### config.mk
export PLATFORM = sky130hd
export DESIGN_NAME = idecode_sb_flat
export DESIGN_NICKNAME = d
export VERILOG_FILES = /design/src/rtl/idecode_sb_if.sv /design/src/rtl/idecode_sb.sv /design/src/flat_wrapper.sv
export SDC_FILE = /design/constraint.sdc
export NUM_CORES = 2
export LEC_CHECK = 0
export ABC_AREA = 1
export CORE_ASPECT_RATIO = 1.75
export CORE_UTILIZATION = 30
export CTS_CLUSTER_DIAMETER = 120
export CTS_CLUSTER_SIZE = 14
export DETAILED_ROUTE_END_ITERATION = 12
export PLACE_DENSITY_LB_ADDON = 0.1
export SYNTH_ARGS = -nofsm -noshare
export SYNTH_HDL_FRONTEND = slang
export SYNTH_SLANG_ARGS = --single-unit
### constraint.sdc
create_clock -name clk_i -period 6.8 [get_ports clk_i]
set_clock_uncertainty 0.05 [all_clocks]
set_input_delay 2.04 -clock clk_i [delete_from_list [all_inputs] [get_ports clk_i]]
set_output_delay 2.04 -clock clk_i [all_outputs]
set_load 0.1 [all_outputs]
### src/rtl/idecode_sb_if.sv
// Decode-stage bundle: IF/ID inputs, write-back feedback, hazard/branch outputs and ID/EX register.
// The master side drives the instruction and write-back fields; the slave side is the decode stage.
interface idecode_sb_if #(
  parameter int DATA_W = 32,
  parameter int PC_W   = 32
);
  logic              id_valid;
  logic [31:0]       id_inst;
  logic [PC_W-1:0]   pc_plus_1;
  logic              wb_wena;
  logic [4:0]        wb_waddr;
  logic [DATA_W-1:0] wb_wdata;
  logic              stall_out;
  logic              pcsrc;
  logic              flush_if;
  logic [PC_W-1:0]   branch_target;
  logic              ex_valid;
  logic [DATA_W-1:0] ex_r1data;
  logic [DATA_W-1:0] ex_r2data;
  logic [DATA_W-1:0] ex_imm;
  logic [4:0]        ex_wreg;
  logic              ex_wreg_en;
  logic              ex_wmem_en;
  logic              ex_mem_read;
  logic              ex_mem_to_reg;
  logic              ex_alu_src;
  logic [4:0]        ex_shift;
  logic [3:0]        ex_alu_ctrl;

  modport master (
    output id_valid, id_inst, pc_plus_1, wb_wena, wb_waddr, wb_wdata,
    input  stall_out, pcsrc, flush_if, branch_target,
    input  ex_valid, ex_r1data, ex_r2data, ex_imm, ex_wreg, ex_wreg_en, ex_wmem_en,
    input  ex_mem_read, ex_mem_to_reg, ex_alu_src, ex_shift, ex_alu_ctrl
  );

  modport slave (
    input  id_valid, id_inst, pc_plus_1, wb_wena, wb_waddr, wb_wdata,
    output stall_out, pcsrc, flush_if, branch_target,
    output ex_valid, ex_r1data, ex_r2data, ex_imm, ex_wreg, ex_wreg_en, ex_wmem_en,
    output ex_mem_read, ex_mem_to_reg, ex_alu_src, ex_shift, ex_alu_ctrl
  );
endinterface

### src/rtl/idecode_sb.sv
// Decode stage with register file, per-register pending-write scoreboard and ID/EX register.
// Define IDECODE_WB_BYPASS_EN to forward the write-back value and resolve RAW hazards in the WB cycle.
module idecode_sb #(
  parameter int DATA_W = 32,
  parameter int NREG   = 32,
  parameter int PC_W   = 32,
  parameter int PEND_W = 2
) (
  input logic         clk_i,
  input logic         rst_i,
  idecode_sb_if.slave bus
);
  localparam int RA_W = $clog2(NREG);
  localparam logic [PEND_W-1:0] PEND_MAX = '1;
  localparam logic [PEND_W-1:0] PEND_ONE = PEND_W'(1);

  logic [DATA_W-1:0] regs_q [NREG];
  logic [PEND_W-1:0] pend_q [NREG];
  logic [PEND_W-1:0] pend_d [NREG];
  logic [NREG-1:0]   inc_v, dec_v;

  logic              ex_valid_q, ex_wreg_en_q, ex_wmem_en_q, ex_mem_read_q;
  logic              ex_mem_to_reg_q, ex_alu_src_q;
  logic [DATA_W-1:0] ex_r1data_q, ex_r2data_q, ex_imm_q;
  logic [4:0]        ex_wreg_q, ex_shift_q;
  logic [3:0]        ex_alu_ctrl_q;

  logic              wmem_en, wreg_en, alu_src, branch, br_type, load, use_r2;
  logic [3:0]        alu_op;
  logic [7:0]        imm8;
  logic [DATA_W-1:0] imm_ext;
  logic [PC_W-1:0]   imm_pc;
  logic [RA_W-1:0]   r1_a, r2_a, wr_a, wb_a;
  logic [DATA_W-1:0] r1_data, r2_data;
  logic              r1_busy, r2_busy, hazard, issue, br_cond, taken;

  assign wmem_en = bus.id_inst[31];
  assign wreg_en = bus.id_inst[30];
  assign r1_a    = bus.id_inst[25 +: RA_W];
  assign r2_a    = bus.id_inst[20 +: RA_W];
  assign wr_a    = bus.id_inst[15 +: RA_W];
  assign alu_op  = bus.id_inst[14:11];
  assign alu_src = bus.id_inst[10];
  assign branch  = bus.id_inst[9];
  assign br_type = bus.id_inst[8];
  assign imm8    = bus.id_inst[7:0];
  assign wb_a    = bus.wb_waddr[RA_W-1:0];

  assign imm_ext = {{(DATA_W-8){imm8[7]}}, imm8};
  assign imm_pc  = {{(PC_W-8){imm8[7]}}, imm8};
  assign load    = wreg_en & ~wmem_en & (alu_op == 4'hF);
  assign use_r2  = ~alu_src | branch | wmem_en;

  always_comb begin
    r1_data = regs_q[r1_a];
    r2_data = regs_q[r2_a];
    r1_busy = (pend_q[r1_a] != '0);
    r2_busy = (pend_q[r2_a] != '0);
`ifdef IDECODE_WB_BYPASS_EN
    // The last outstanding write landing this cycle satisfies the reader directly.
    if (bus.wb_wena && (wb_a == r1_a)) begin
      r1_data = bus.wb_wdata;
      if (pend_q[r1_a] == PEND_ONE) r1_busy = 1'b0;
    end
    if (bus.wb_wena && (wb_a == r2_a)) begin
      r2_data = bus.wb_wdata;
      if (pend_q[r2_a] == PEND_ONE) r2_busy = 1'b0;
    end
`endif
  end

  assign hazard  = r1_busy | (use_r2 & r2_busy) | (wreg_en & (pend_q[wr_a] == PEND_MAX));
  assign issue   = bus.id_valid & ~hazard;
  assign br_cond = br_type ? ($signed(r1_data) < $signed(r2_data)) : (r1_data == r2_data);
  assign taken   = issue & branch & br_cond;

  assign bus.stall_out     = bus.id_valid & hazard;
  assign bus.pcsrc         = taken;
  assign bus.flush_if      = taken;
  assign bus.branch_target = bus.pc_plus_1 + imm_pc;

  always_comb begin
    for (int i = 0; i < NREG; i++) begin
      inc_v[i]  = issue & wreg_en & (wr_a == RA_W'(i));
      dec_v[i]  = bus.wb_wena & (wb_a == RA_W'(i)) & (pend_q[i] != '0);
      pend_d[i] = pend_q[i];
      if (inc_v[i] && !dec_v[i])      pend_d[i] = pend_q[i] + PEND_ONE;
      else if (dec_v[i] && !inc_v[i]) pend_d[i] = pend_q[i] - PEND_ONE;
    end
  end

  always_ff @(posedge clk_i) begin
    if (rst_i) begin
      for (int i = 0; i < NREG; i++) begin
        regs_q[i] <= '0;
        pend_q[i] <= '0;
      end
      ex_valid_q      <= 1'b0;
      ex_wreg_en_q    <= 1'b0;
      ex_wmem_en_q    <= 1'b0;
      ex_mem_read_q   <= 1'b0;
      ex_mem_to_reg_q <= 1'b0;
      ex_alu_src_q    <= 1'b0;
      ex_r1data_q     <= '0;
      ex_r2data_q     <= '0;
      ex_imm_q        <= '0;
      ex_wreg_q       <= '0;
      ex_shift_q      <= '0;
      ex_alu_ctrl_q   <= '0;
    end else begin
      if (bus.wb_wena) regs_q[wb_a] <= bus.wb_wdata;
      for (int i = 0; i < NREG; i++) pend_q[i] <= pend_d[i];
      if (issue) begin
        ex_valid_q      <= 1'b1;
        ex_wreg_en_q    <= wreg_en;
        ex_wmem_en_q    <= wmem_en;
        ex_mem_read_q   <= load;
        ex_mem_to_reg_q <= load;
        ex_alu_src_q    <= alu_src;
        ex_r1data_q     <= r1_data;
        ex_r2data_q     <= r2_data;
        ex_imm_q        <= imm_ext;
        ex_wreg_q       <= bus.id_inst[19:15];
        ex_shift_q      <= imm8[4:0];
        ex_alu_ctrl_q   <= alu_op;
      end else begin
        // Bubble: only the side-effecting controls are cleared, the datapath fields hold.
        ex_valid_q    <= 1'b0;
        ex_wreg_en_q  <= 1'b0;
        ex_wmem_en_q  <= 1'b0;
        ex_mem_read_q <= 1'b0;
      end
    end
  end

  assign bus.ex_valid      = ex_valid_q;
  assign bus.ex_wreg_en    = ex_wreg_en_q;
  assign bus.ex_wmem_en    = ex_wmem_en_q;
  assign bus.ex_mem_read   = ex_mem_read_q;
  assign bus.ex_mem_to_reg = ex_mem_to_reg_q;
  assign bus.ex_alu_src    = ex_alu_src_q;
  assign bus.ex_r1data     = ex_r1data_q;
  assign bus.ex_r2data     = ex_r2data_q;
  assign bus.ex_imm        = ex_imm_q;
  assign bus.ex_wreg       = ex_wreg_q;
  assign bus.ex_shift      = ex_shift_q;
  assign bus.ex_alu_ctrl   = ex_alu_ctrl_q;
endmodule

### src/flat_wrapper.sv
// flat-port wrapper written by rule: the top's interface ports become plain ports
module idecode_sb_flat 
#(
  parameter int DATA_W = 32,
  parameter int NREG   = 32,
  parameter int PC_W   = 32,
  parameter int PEND_W = 2
)
  (clk_i, rst_i, bus_id_valid, bus_id_inst, bus_pc_plus_1, bus_wb_wena, bus_wb_waddr, bus_wb_wdata, bus_stall_out, bus_pcsrc, bus_flush_if, bus_branch_target, bus_ex_valid, bus_ex_r1data, bus_ex_r2data, bus_ex_imm, bus_ex_wreg, bus_ex_wreg_en, bus_ex_wmem_en, bus_ex_mem_read, bus_ex_mem_to_reg, bus_ex_alu_src, bus_ex_shift, bus_ex_alu_ctrl);
  idecode_sb_if #(.DATA_W(DATA_W), .PC_W(PC_W)) bus_i ();
  input logic clk_i;
  input logic rst_i;
  input wire logic [$bits(bus_i.id_valid)-1:0] bus_id_valid;
  input wire logic [$bits(bus_i.id_inst)-1:0] bus_id_inst;
  input wire logic [$bits(bus_i.pc_plus_1)-1:0] bus_pc_plus_1;
  input wire logic [$bits(bus_i.wb_wena)-1:0] bus_wb_wena;
  input wire logic [$bits(bus_i.wb_waddr)-1:0] bus_wb_waddr;
  input wire logic [$bits(bus_i.wb_wdata)-1:0] bus_wb_wdata;
  output wire logic [$bits(bus_i.stall_out)-1:0] bus_stall_out;
  output wire logic [$bits(bus_i.pcsrc)-1:0] bus_pcsrc;
  output wire logic [$bits(bus_i.flush_if)-1:0] bus_flush_if;
  output wire logic [$bits(bus_i.branch_target)-1:0] bus_branch_target;
  output wire logic [$bits(bus_i.ex_valid)-1:0] bus_ex_valid;
  output wire logic [$bits(bus_i.ex_r1data)-1:0] bus_ex_r1data;
  output wire logic [$bits(bus_i.ex_r2data)-1:0] bus_ex_r2data;
  output wire logic [$bits(bus_i.ex_imm)-1:0] bus_ex_imm;
  output wire logic [$bits(bus_i.ex_wreg)-1:0] bus_ex_wreg;
  output wire logic [$bits(bus_i.ex_wreg_en)-1:0] bus_ex_wreg_en;
  output wire logic [$bits(bus_i.ex_wmem_en)-1:0] bus_ex_wmem_en;
  output wire logic [$bits(bus_i.ex_mem_read)-1:0] bus_ex_mem_read;
  output wire logic [$bits(bus_i.ex_mem_to_reg)-1:0] bus_ex_mem_to_reg;
  output wire logic [$bits(bus_i.ex_alu_src)-1:0] bus_ex_alu_src;
  output wire logic [$bits(bus_i.ex_shift)-1:0] bus_ex_shift;
  output wire logic [$bits(bus_i.ex_alu_ctrl)-1:0] bus_ex_alu_ctrl;
  assign bus_i.id_valid = bus_id_valid;
  assign bus_i.id_inst = bus_id_inst;
  assign bus_i.pc_plus_1 = bus_pc_plus_1;
  assign bus_i.wb_wena = bus_wb_wena;
  assign bus_i.wb_waddr = bus_wb_waddr;
  assign bus_i.wb_wdata = bus_wb_wdata;
  assign bus_stall_out = bus_i.stall_out;
  assign bus_pcsrc = bus_i.pcsrc;
  assign bus_flush_if = bus_i.flush_if;
  assign bus_branch_target = bus_i.branch_target;
  assign bus_ex_valid = bus_i.ex_valid;
  assign bus_ex_r1data = bus_i.ex_r1data;
  assign bus_ex_r2data = bus_i.ex_r2data;
  assign bus_ex_imm = bus_i.ex_imm;
  assign bus_ex_wreg = bus_i.ex_wreg;
  assign bus_ex_wreg_en = bus_i.ex_wreg_en;
  assign bus_ex_wmem_en = bus_i.ex_wmem_en;
  assign bus_ex_mem_read = bus_i.ex_mem_read;
  assign bus_ex_mem_to_reg = bus_i.ex_mem_to_reg;
  assign bus_ex_alu_src = bus_i.ex_alu_src;
  assign bus_ex_shift = bus_i.ex_shift;
  assign bus_ex_alu_ctrl = bus_i.ex_alu_ctrl;
  idecode_sb #(.DATA_W(DATA_W), .NREG(NREG), .PC_W(PC_W), .PEND_W(PEND_W)) u_core (.clk_i(clk_i), .rst_i(rst_i), .bus(bus_i));
endmodule
==> impl_metrics.ini <==
[sta]
tightest_slew_ns = 1.37
timing_hold_violations_final = 0
setup_slack_ns = -0.972
period_needed_ns = 7.77
drv_slew = 0
finalCritPeriodShare = 1.14
holdWs_ns = 0.419
rsz0062_at_grt = yes
fmax_ghz = 0.129
relSlewSlack = 0.0883
finalSetupViolCount = 2

[clock_tree]
cts_tree = done
clk_latency_ns = 0.74
clock-sinks = 1175
clk_pin_slew_ns = 0.07
cts_inserted_buffers = 93
cts.path.max_buffers = 3
cts_root_buf = clkbuf_16
ctsHoldBuffers = 0
cts_max_level = 3

[cells_and_area]
top_regs = u_core.regs_q: 1024 flops, u_core.pend_q: 64 flops
final_cells = 11100
fin_nets = 8382
layout-drive-gt1-share = 0.159
largest_register_ffs = 1024
area_growth_syn_to_layout_pct = 25.5
regMostFlops = u_core.regs_q
num-fill-cells = 21700

[synthesis]
synth-compound-area-share = 0.198
synth-simple-area-share = 0.191
synth_xor_area_frac = 0.00378
synth_top_family_by_area = compound AO/OA/AOI/OAI gates
yosys.area_share.adder = 0.0187
synth.largest_area_cell = edfxtp_1
netlist-cell-type-count = 48
ys_ff_latch = 1175
synth.area.mux_share = 0
yosysTopAreaCellShare = 0.475
synth_area_leaders = edfxtp_1 47%, nor2_1 14%, o21ai_0 10%, o221ai_1 5.2%, dfxtp_1 4.7%
synth-edff-count = 1024
syn-instance-count = 7671
syn_nets = 7872
async_flop_share = 0
yosys_most_used_dff = edfxtp_1
syn_area_per_cell_sq_um = 8.45
netlist_area_sq_um = 64800
ys_seq_area_frac = 0.521
synth-warning-count = 0

[drt]
via_count = 64400
drc = 0
initialDrtViolationCount = 7947
viasPerCell = 5.80
antenna_left = 0
drt-total-wl_microns = 339000
dr.pass1.iters = 9
drt-wirelength-per-cell_microns = 30.6

[setup_path]
worstSetupPathType = in2out
critical_path.max_fanout = 24
r2r_slack_ns = 2.54
cp_num_buf_inv = 6
start_kind = primary input
cp_slowest_cell = nor4b_4
path_cells = buf_16 > buf_16 > buf_4 > buf_12 > bufbuf_16 > o21ai_0 > o22ai_1 > o21ai_0 > nand2_1 > nor2_4 > a21oi_2 > ha_1 > nand4_1 > nor4b_4 > nand4_1 > a21oi_2 > nand2_2 > a21oi_4 > buf_12
worstSetupEndpointType = output pin
slowest_delay_ns = 0.34
worstPathRequired_ns = 4.71
worstPathArrival_ns = 5.68
cp_top_family = buffers and inverters

[pwr]
p_leak_nw = 30.1
p_per_area_nw_per_um2 = 227
peakVddDrop_mv = 0.174

[floorplanning]
die_area_sq_um = 218000
die_w_microns = 353
rows = 225
pin_count = 256
die_h_microns = 617
core_area_sq_um = 215000
initial_core_util = 0.302

[placement]
port_buffers = 255
dpl.hpwl_microns = 217000
place_ws_ns = -1.51
place.gp.congestion = 0.936
dp.cells = 10800

[global_route]
grt_max_degree = 109
antenna_found_initial = 7
grt_first_pass_wirelength_microns = 466000
grt_pass1_vias = 61300
grt_overflow = 0
grtUsageTotal = 0.298

[hold_path]
hp-class = reg2reg

[status]
violations = negative setup slack
outcome = finished with violations

[run]
maxCapViolCount = 0
-- metal layers --
metal / GRT usage / part of all wire / vias up
met5: 0 / 0.000068 / -
met4: 0.168 / 0.064 / 4
met3: 0.0431 / 0.077 / 902
met2: 0.506 / 0.48 / 3793
met1: 0.360 / 0.38 / 31800
li1: - / - / 27800
-- power breakdown --
group          internal (mW)  switching [mW]  total, mW
Clock                   2.60            2.88       5.48
Combinational           1.48            3.06       4.54
Sequential              8.21           0.239       8.45
Total                   12.3            6.17       18.5
-- worst reg2reg max path, stage by stage (launching register included) --
cell     delay, ns
dfxtp_1       0.30
inv_1         0.13
nand2_1       0.13
nand2_1       0.08
nand3_1       0.06
nand3_1       0.15
nand2_1       0.15
nand2_1       0.13
nand3_1       0.14
nand3_1       0.22
buf_4         0.18
nand2_1       0.06
nor2_2        0.34
nand3_2       0.56
nor3_1        0.65
ha_1          0.37
a21oi_1       0.12
o21ai_0       0.12
o21ai_0       0.16
a21oi_1       0.06
-- kinds of logic (layout without fill, tap and decap cells) --
group | after synthesis | in the layout
other | 0 | 3
buffers and inverters | 1003 | 1584
xor gates and xnor gates | 28 | 28
AOI/OAI and AO/OA | 2203 | 2203
adders and majority gates | 96 | 96
and+or+nand+nor | 3166 | 3166
DFF | 1175 | 1175
-- synthesized netlist by cell type, types with 28 or more instances --
| cell type | number |
|---|---|
| clkbuf_1 | 482 |
| o221ai_1 | 387 |
| nand2_1 | 498 |
| o21ai_1 | 70 |
| nor2_1 | 2359 |
| ha_1 | 95 |
| a31oi_1 | 33 |
| edfxtp_1 | 1024 |
| nor3_1 | 28 |
| o22ai_1 | 99 |
| dfxtp_1 | 151 |
| inv_1 | 270 |
| o21ai_0 | 1342 |
| a21oi_1 | 218 |
| nand3_1 | 244 |
| buf_4 | 71 |
| buf_2 | 128 |
-- stage by stage --
stage                util  area [sq um]  setup TNS [ns]  power, mW
global placement    0.352         75600           -4.38       12.8
finish              0.379         81300           -1.94       18.5
floorplan               -         65100          -0.840       10.8
detailed placement  0.352         75600           -4.37       12.8
global route        0.379         81300           -2.17       19.0
CTS                 0.372         79700           -1.86       18.4
-- layout make-up --
cell class / instances / area [sq um] / area share
clock inverter: 5 / 51.3 / 0.000631
clock buffer: 161 / 2600 / 0.0320
inverter: 279 / 1160 / 0.0143
sequential: 1175 / 33800 / 0.415
multi-input combinational: 5493 / 27700 / 0.341
antenna: 3 / 7.51 / 0.0000923
timing repair inverter: 4 / 46.3 / 0.000569
timing repair buffer: 1135 / 12400 / 0.153
tap: 2837 / 3550 / 0.0436
-- cells in the final DEF (no fill, tap or decap), types with 30 or more instances in the layout --
cell	n
a21oi_1	202
a21oi_2	31
buf_12	164
buf_16	30
buf_4	669
clkbuf_1	67
clkbuf_16	111
clkdlybuf4s50_1	202
dfxtp_1	151
edfxtp_1	1024
ha_1	81
inv_1	257
nand2_1	413
nand2_2	81
nand3_1	240
nor2_1	2342
o21ai_0	1276
o21ai_1	98
o221ai_1	378
o22ai_1	98
-- final timing paths --
kind | from | cells past startpoint | end
worst max-delay path | bus_id_inst[25] | 19 | bus_pcsrc
worst min-delay path | u_core.bus.ex_wreg[4]$_SDFFE_PP0N_ | 2 | u_core.bus.ex_wreg[4]$_SDFFE_PP0N_
worst max register to register | u_core.pend_q[18][0]$_SDFFE_PP0P_ | 19 | u_core.pend_q[16][1]$_SDFFE_PP0P_
worst min register to register | u_core.bus.ex_wreg[4]$_SDFFE_PP0N_ | 2 | u_core.bus.ex_wreg[4]$_SDFFE_PP0N_
-- timing repair --
item | in CTS | in global routing
pin swaps | 38 | 107
cloned | 24 | 18
gates resized for setup | 126 | 201
setup buffers | 32 | 56
setup endpoints to repair | 11 | 15
No activity file was read; power rests on OpenSTA's default activity.
